## src/rtl/aes_ctrl_pkg.sv

```systemverilog
// rtl/aes_ctrl_pkg.sv - shared types and defaults for the AES block sequencer
package aes_ctrl_pkg;

  typedef enum logic [2:0] {
    IDLE    = 3'd0,
    ISSUE   = 3'd1,
    PROCESS = 3'd2,
    HOLD    = 3'd3,
    WRITE   = 3'd4,
    ERROR   = 3'd5
  } ctrl_state_t;

  localparam int TIMEOUT_DEF = 64;
  localparam int CNT_W_DEF   = 16;

endpackage

```

## src/rtl/aes_block_ctrl_timeout_counter.sv

```systemverilog
// rtl/aes_block_ctrl_timeout_counter.sv - cycle counter with terminal-count flag at TIMEOUT-1
module timeout_counter #(
  parameter int TIMEOUT = aes_ctrl_pkg::TIMEOUT_DEF
) (
  input  logic clk,
  input  logic n_rst,
  input  logic i_clear,
  input  logic i_enable,
  output logic o_tc
);

  localparam int W = $clog2(TIMEOUT) + 1;

  logic [W-1:0] r_count;

  always_ff @(posedge clk or negedge n_rst) begin
    if (!n_rst) begin
      r_count <= '0;
    end else if (i_clear) begin
      r_count <= '0;
    end else if (i_enable) begin
      r_count <= r_count + 1'b1;
    end
  end

  assign o_tc = (r_count == W'(TIMEOUT - 1));

endmodule

```

## src/rtl/aes_block_ctrl.sv

```systemverilog
// rtl/aes_block_ctrl.sv - one-block-in-flight sequencer between RX/TX FIFOs and the AES datapath
module aes_block_ctrl
  import aes_ctrl_pkg::*;
#(
  parameter int CNT_W   = CNT_W_DEF,
  parameter int TIMEOUT = TIMEOUT_DEF
) (
  input  logic             clk,
  input  logic             n_rst,
  input  logic             enable,
  input  logic             mode_sel,
  input  logic             key_ready,
  input  logic             rx_fifo_empty,
  input  logic             tx_fifo_full,
  input  logic             data_done,
  input  logic             data_valid,
  input  logic             clear_err,
  output logic             read_fifo,
  output logic             is_encrypt,
  output logic             tx_write,
  output logic             busy,
  output logic             err,
  output logic [CNT_W-1:0] block_cnt
);

  ctrl_state_t      r_state;
  logic             r_read_fifo;
  logic             r_is_encrypt;
  logic             r_tx_write;
  logic             r_busy;
  logic             r_err;
  logic [CNT_W-1:0] r_block_cnt;

  logic w_start;
  logic w_timer_tc;

  assign w_start = enable & key_ready & ~rx_fifo_empty & ~tx_fifo_full;

  timeout_counter #(.TIMEOUT(TIMEOUT)) u_timer (
    .clk      (clk),
    .n_rst    (n_rst),
    .i_clear  (r_state == ISSUE),
    .i_enable (r_state == PROCESS),
    .o_tc     (w_timer_tc)
  );

  // Outputs are set on the edge entering a state so they are valid for that state's cycle.
  always_ff @(posedge clk or negedge n_rst) begin
    if (!n_rst) begin
      r_state      <= IDLE;
      r_read_fifo  <= 1'b0;
      r_is_encrypt <= 1'b1;
      r_tx_write   <= 1'b0;
      r_busy       <= 1'b0;
      r_err        <= 1'b0;
      r_block_cnt  <= '0;
    end else begin
      case (r_state)
        IDLE: begin
          if (w_start) begin
            r_state      <= ISSUE;
            r_is_encrypt <= mode_sel;
            r_read_fifo  <= 1'b1;
            r_busy       <= 1'b1;
          end
        end
        ISSUE: begin
          r_read_fifo <= 1'b0;
          r_state     <= PROCESS;
        end
        PROCESS: begin
          // Completion takes priority over a timeout landing in the same cycle.
          if (data_done) begin
            if (!data_valid) begin
              r_state <= IDLE;
              r_busy  <= 1'b0;
            end else if (tx_fifo_full) begin
              r_state <= HOLD;
            end else begin
              r_state    <= WRITE;
              r_tx_write <= 1'b1;
            end
          end else if (w_timer_tc) begin
            r_state <= ERROR;
            r_err   <= 1'b1;
          end
        end
        HOLD: begin
          if (!tx_fifo_full) begin
            r_state    <= WRITE;
            r_tx_write <= 1'b1;
          end
        end
        WRITE: begin
          r_tx_write  <= 1'b0;
          r_block_cnt <= r_block_cnt + 1'b1;
          r_state     <= IDLE;
          r_busy      <= 1'b0;
        end
        ERROR: begin
          if (clear_err) begin
            r_err   <= 1'b0;
            r_state <= IDLE;
            r_busy  <= 1'b0;
          end
        end
        default: begin
          r_state     <= IDLE;
          r_read_fifo <= 1'b0;
          r_tx_write  <= 1'b0;
          r_busy      <= 1'b0;
        end
      endcase
    end
  end

  assign read_fifo  = r_read_fifo;
  assign is_encrypt = r_is_encrypt;
  assign tx_write   = r_tx_write;
  assign busy       = r_busy;
  assign err        = r_err;
  assign block_cnt  = r_block_cnt;

endmodule

```

## config.mk

```make
export PLATFORM = sky130hd
export DESIGN_NAME = aes_block_ctrl
export DESIGN_NICKNAME = d
export VERILOG_FILES = /design/src/rtl/aes_ctrl_pkg.sv /design/src/rtl/aes_block_ctrl_timeout_counter.sv /design/src/rtl/aes_block_ctrl.sv
export SDC_FILE = /design/constraint.sdc
export NUM_CORES = 1
export LEC_CHECK = 0
export ABC_AREA = 0
export CAP_MARGIN = 20
export CORE_MARGIN = 2
export CORE_UTILIZATION = 45
export DETAILED_ROUTE_END_ITERATION = 10
export DONT_BUFFER_PORTS = 1
export SYNTH_ARGS = -nofsm -noshare
export SYNTH_HDL_FRONTEND = slang
export SYNTH_SLANG_ARGS = --single-unit
```

## constraint.sdc

```tcl
create_clock -name clk -period 4.49 [get_ports clk]
set_input_delay 1.1225 -clock clk [delete_from_list [all_inputs] [get_ports clk]]
set_output_delay 1.1225 -clock clk [all_outputs]
set_load 0.05 [all_outputs]
```

; Word-level counts from Yosys, hierarchy flattened
; Index checks and enable logic that the tools add are counted.
[classes]
n_reduce_logical = 12
n_lt_le_gt_ge = 0
bitwise_logic = 8
n_eq_ne = 15
mux = 23
mul = 0
shifts = 0
n_div = 0
addsub = 2
[ops]
columns = cell, n
row1 = 3-bit two-way mux, 7
row2 = 16-bit by 1-bit adder with 16-bit output (second input constant), 1
row3 = 2-bit inequality test (second input constant), 8
row4 = 3-bit case mux with 5 select lines, 1
row5 = 7-bit two-way mux, 2
row6 = 1-bit two-way mux, 9
row7 = 4-bit AND reduction, 2
row8 = 7-bit by 1-bit adder with 7-bit output (second input constant), 1
row9 = 7-bit by 6-bit == test with 1-bit output (second input constant), 1
row10 = 3-bit by 2-bit == test with 1-bit output (second input constant), 2
row11 = 3-bit == test (second input constant), 2
row12 = 1-bit NOT, 5
row13 = 5-bit AND reduction, 1
row14 = 1-bit case mux with 2 select lines, 2
row15 = 1-bit case mux with 4 select lines, 1
row16 = 2-bit AND reduction, 2
row17 = 2-bit nonzero test, 2
row18 = 4-bit OR reduction, 1
row19 = 1-bit bitwise AND, 3
row20 = 3-bit by 1-bit == test with 1-bit output (second input constant), 1
row21 = 3-bit zero test, 1
row22 = 3-bit inequality test (second input constant), 1
row23 = 1-bit case mux with 3 select lines, 1
row24 = 3-bit AND reduction, 1
row25 = other kinds (2), 2
[totals]
latch_bits = 0
reg_bits = 31
mem_bits_ro = 0
ramBits = 0
mem_count = 0
word_cells = 68
output_inout_bits = 21
in_bits = 10

; Longest topological paths before layout
[depth]
ltp_word = 5
ltp_mapped = 6

; Cells and area by module
; Synthesis repeated with hierarchy kept, for this count alone.
[unflattened]
hier_cells = 146
hier_area_um2 = 1526.5
[by_module_without_submodules]
columns = module, seq_area_each_um2, n_inst, area_per_inst_um2, cells_per_inst
row1 = aes_block_ctrl, 601.8, 1, 1202.4, 116
row2 = timeout_counter, 175.2, 1, 324.1, 30

; Worst setup path before layout
; Ideal clock, no wire load.
[synth_path]
path_type = in2reg
startpoint = input port rx_fifo_empty
endpoint = register r_state[0]
path_slack_ns = 2.445
stages = 4
arrival_time_ns = 1.935
path_cell_list = and4bb_2 > nand2b_1 > o211ai_1 > o41ai_1
[synth_between]
elab_chain_cells = 5
[synth_lines]
columns = element, line_no
row1 = from (decl), aes_block_ctrl.sv:13  ; input logic rx_fifo_empty,
row2 = 1-bit NOT, aes_block_ctrl.sv:37  ; assign w_start = enable & key_ready & ~rx_fifo_empty & ~tx_fifo_full;
row3 = 1-bit bitwise AND (2 in series), aes_block_ctrl.sv:37
row4 = 2-bit inequality test (no line), n/a
row5 = 4-bit AND reduction (no line), n/a
row6 = to (signal assigned), aes_block_ctrl.sv:50  ; r_state <= IDLE;
row7 = to (signal assigned), aes_block_ctrl.sv:61  ; r_state <= ISSUE;
row8 = to (signal assigned), aes_block_ctrl.sv:69  ; r_state <= PROCESS;
row9 = to (decl), aes_block_ctrl.sv:26  ; ctrl_state_t r_state;
; Every way passes these cells.
; A chain may end at the register's enable or synchronous reset.

; Worst setup path in the final report
[layout_path]
startpoint = register r_state[0]
endpoint = register r_block_cnt[10], in the netlist block_cnt[10]
[layout_between]
elab_chain_cells = 1
[layout_lines]
columns = element, line_no
row1 = 3-bit == test, aes_block_ctrl.sv:58  ; case (r_state)
row2 = to (signal assigned), aes_block_ctrl.sv:96  ; r_block_cnt <= r_block_cnt + 1'b1;
row3 = to (decl), aes_block_ctrl.sv:32  ; logic [CNT_W-1:0] r_block_cnt;
; Every way passes these cells.

==> key figures <==
Logic synthesis
  – Dominant cells by area after synthesis: sky130_fd_sc_hd__dfrtp_1 (46%), sky130_fd_sc_hd__xnor2_1 (5.4%), sky130_fd_sc_hd__o21ai_0 (4.6%)
  – Post-synthesis async set-or-reset flop share: 100%
  – Cell types with the highest counts after synthesis: sky130_fd_sc_hd__dfrtp_1 (30), sky130_fd_sc_hd__nand2_1 (16), sky130_fd_sc_hd__o21ai_0 (15)
  – Number of warnings printed during yosys synthesis: 0
  – Area share of the largest cell type after synthesis: 46.0%
  – Synth Cell Area: 1630 um^2
  – Count of cell types in the netlist: 37
  – Fraction of the yosys area taken by sequential cells: a little under half
  – Flip-flop and latch count after synthesis: 31
  – Synth Instances: ~170
  – Post-synthesis cell type with the largest combined area: sky130_fd_sc_hd__dfrtp_1
  – Synthesized net count: 178
  – Count of flip-flops with a built-in enable after synthesis: 0
  – Most instantiated flip-flop cell in the synthesis netlist: sky130_fd_sc_hd__dfrtp_1
  – Most repeated cell in the gate-level netlist after synthesis: sky130_fd_sc_hd__dfrtp_1
  – Syn Area/Cell: a little under 10 um^2

Route
  – Total routed wirelength: 3170 um
  – Via count: 1249
  – Number of iterations in the first detailed-routing pass: 4
  – DRC violations left: 0
  – Iteration-0 DRC count of the detailed router: 68
  – Wirelength per Cell: 15.0 um
  – Vias per std cell: 5.89
  – Number of routed nets with antenna violations: 0

Timing
  – Relative slew margins: 45.5%
  – Worst hold-check slack: 0.488 ns
  – Largest clock skew in the final design: 0.00406 ns
  – Fmax: roughly 0.45 GHz
  – RSZ-0062 raised after global routing: no
  – Final count of hold timing violations: 0
  – Count of pins over their slew limit: 0
  – Finish-stage setup viols: 0
  – Minimum period implied by the final worst setup slack: 2.21 ns
  – TNS Setup: 0 ns
  – Slew at the pin with the worst max-slew slack: about 0.82 ns
  – Share of the clock period used by the worst path after layout: 49.2%

Global route
  – Gr ovfl total: 0
  – Initial antenna violation count: 0
  – Largest net degree at the start of global routing: 32
  – Vias in the first global route: 1206
  – First-pass GRT wire length: 5530 um
  – Total routing resource utilization after global routing: 17.1%

Placed design
  – Placed instance count: 204
  – Global placement routability congestion: 0.872
  – Post-DP HPWL: around 2200 um
  – PortBufs: 0
  – Placed instance area: 1640 um^2

Clock tree
  – Clock-pin slew on the worst setup and hold paths: around 0.09 ns
  – Post CTS Setup Buffer Count: 0
  – Root Buffer: sky130_fd_sc_hd__clkbuf_4
  – Gates resized, CTS repair: 0
  – Hold-fix buffer count after cts: 0
  – Number of clock buffers inserted by TritonCTS: 5
  – H-tree depth: 2
  – CTS Sinks: 31
  – Clock buffer depth: 2
  – Worst-Skew Late Latency: 0.31 ns
  – TritonCTS clock tree: done

Floorplanning
  – Number of I/O pins: 31
  – Die footprint: between 4000 and 5000 um^2
  – Die boundary height: roughly 64 um
  – Cell row count: 21
  – Chip width: approximately 64 um
  – Placeable Area: 3420 um^2
  – Starting Density: between 40 and 50%

Power
  – Sw power: 0.000426 W
  – Switching Fraction: ~45%
  – Internal power of the cells: 0.000529 W
  – Ratio of total power to cell area: about 560 nW/um^2
  – Flop pwr share: 57.9%
  – IR drop worst, VDD: about 290 uV
  – Final Power: 0.000955 W
  – Clock network fraction of design power: 19.0%
  – Combinational Power Share: approximately 23%
  – Total leakage power: roughly 0.76 nW

Setup path
  – Total buffers and inverters traversed by the critical path: 0
  – Critical-path cell list: or3b_1, nor4_4, nand3_1, xnor2_1
  – Type of destination of the critical path: flip-flop
  – CP required: about 4.7 ns
  – Cell family with most CP delay: simple AND/OR/NAND/NOR gates
  – Start-to-end type of the worst setup path: reg2reg
  – CP startpoint kind: flip-flop
  – Worst path max stage delay: 0.69 ns
  – Data arrival time at the worst-slack endpoint: between 2 and 2.5 ns
  – Slowest stage cell, crit path: sky130_fd_sc_hd__dfrtp_1
  – Crit path max fanout: 28

Job
  – Max-cap check violation count: 0

Final layout
  – P&R area growth vs syn: 4.99%
  – Layout Nets: 177
  – Filler cell count: roughly 320
  – Antenna diode instance count: 0
  – Number of standard cells in the layout, taps in and fillers out: 212
  – Share of final-layout standard cells stronger than drive strength 1: 7.23%
  – Area of all placed cells without fillers: 1710 um^2

Worst hold path
  – Hold Path Class: in2async

Outcome
  – Run status: completed
## stage by stage
| step | setup WS, ns | util, % |
|---|---|---|
| 6_report | 2.28 | 50.1 |
| 3_5_place_dp | 2.27 | 48.1 |
| 5_1_grt | 2.13 | 50.1 |
| 2_1_floorplan | 2.45 | - |
| 3_3_place_gp | 2.28 | 48.1 |
| 4_1_cts | 2.29 | 50.1 |
## logic make-up (layout without fill, tap and decap cells)
logic type | count (synthesis) | after routing | share of synthesized area [%]
buffers and inverters | 13 | 13 | 3.91
muxes | 3 | 3 | 1.92
and+or+nand+nor | 60 | 60 | 21.3
adders and majority gates | 2 | 2 | 1.53
DFF | 31 | 31 | 47.7
AOI/OAI and AO/OA | 42 | 42 | 15.7
xor gates and xnor gates | 15 | 15 | 8.06
## per-layer routing
metal  share of wire [%]  wire [um]  global-route usage, %
met1                  45       1440                   21.2
met2                  47       1490                   27.3
met3                 6.7        214                   6.16
met4                0.66         21                   6.38
met5                   0          0                      0
## power by group through the flow
stage          Clock (W)  Sequential [W]  Combinational (W)
6_report        0.000181        0.000553           0.000221
5_1_grt         0.000203        0.000566           0.000251
4_1_cts         0.000190        0.000551           0.000223
3_5_place_dp           0        0.000558           0.000220
3_3_place_gp           0        0.000555           0.000215
2_1_floorplan          0        0.000493           0.000242
## layout by cell type, fill, tap and decap left out, types with 2 or more instances in the layout
master	instances
sky130_fd_sc_hd__a21oi_1	8
sky130_fd_sc_hd__a22oi_1	6
sky130_fd_sc_hd__a31oi_1	5
sky130_fd_sc_hd__and3_1	5
sky130_fd_sc_hd__clkbuf_4	5
sky130_fd_sc_hd__clkbuf_8	2
sky130_fd_sc_hd__dfrtp_1	30
sky130_fd_sc_hd__ha_1	2
sky130_fd_sc_hd__inv_1	5
sky130_fd_sc_hd__mux2i_1	2
sky130_fd_sc_hd__nand2_1	16
sky130_fd_sc_hd__nand2b_1	2
sky130_fd_sc_hd__nand3_1	9
sky130_fd_sc_hd__nand4_1	5
sky130_fd_sc_hd__nor2_1	6
sky130_fd_sc_hd__nor2b_1	2
sky130_fd_sc_hd__nor3_1	7
sky130_fd_sc_hd__nor4_4	2
sky130_fd_sc_hd__o21ai_0	15
sky130_fd_sc_hd__xnor2_1	10
sky130_fd_sc_hd__xor2_1	5
## final cells by class
type / count / area (um^2) / area share, %
flip-flops and latches: 31 / 777 / 45.4
clock buffers: 8 / 68.8 / 4.02
multi-input cells: 122 / 790 / 46.1
well taps: 46 / 57.6 / 3.36
inverters: 5 / 18.8 / 1.10
## registers in the layout, summed over array words and instances, names as in the netlist
signal           count
block_cnt           16
u_timer.r_count      7
r_state              3
busy                 1
err                  1
is_encrypt           1
read_fifo            1
tx_write             1
## path summary, 6_finish.rpt
kind / start / to / slack, ns / cells after the start
max: r_state[0] / block_cnt[10] / 2.28 / 4
max reg2reg: r_state[0] / block_cnt[10] / 2.28 / 4
min: n_rst / r_state[1] / 0.49 / 0
max in group asynchronous: n_rst / is_encrypt / 3.83 / 0
min reg2reg: u_timer.r_count[6] / u_timer.r_count[6] / 0.56 / 2
min in group clk: u_timer.r_count[6] / u_timer.r_count[6] / 0.56 / 2
Note: power is estimated with default switching activity, not from simulation.
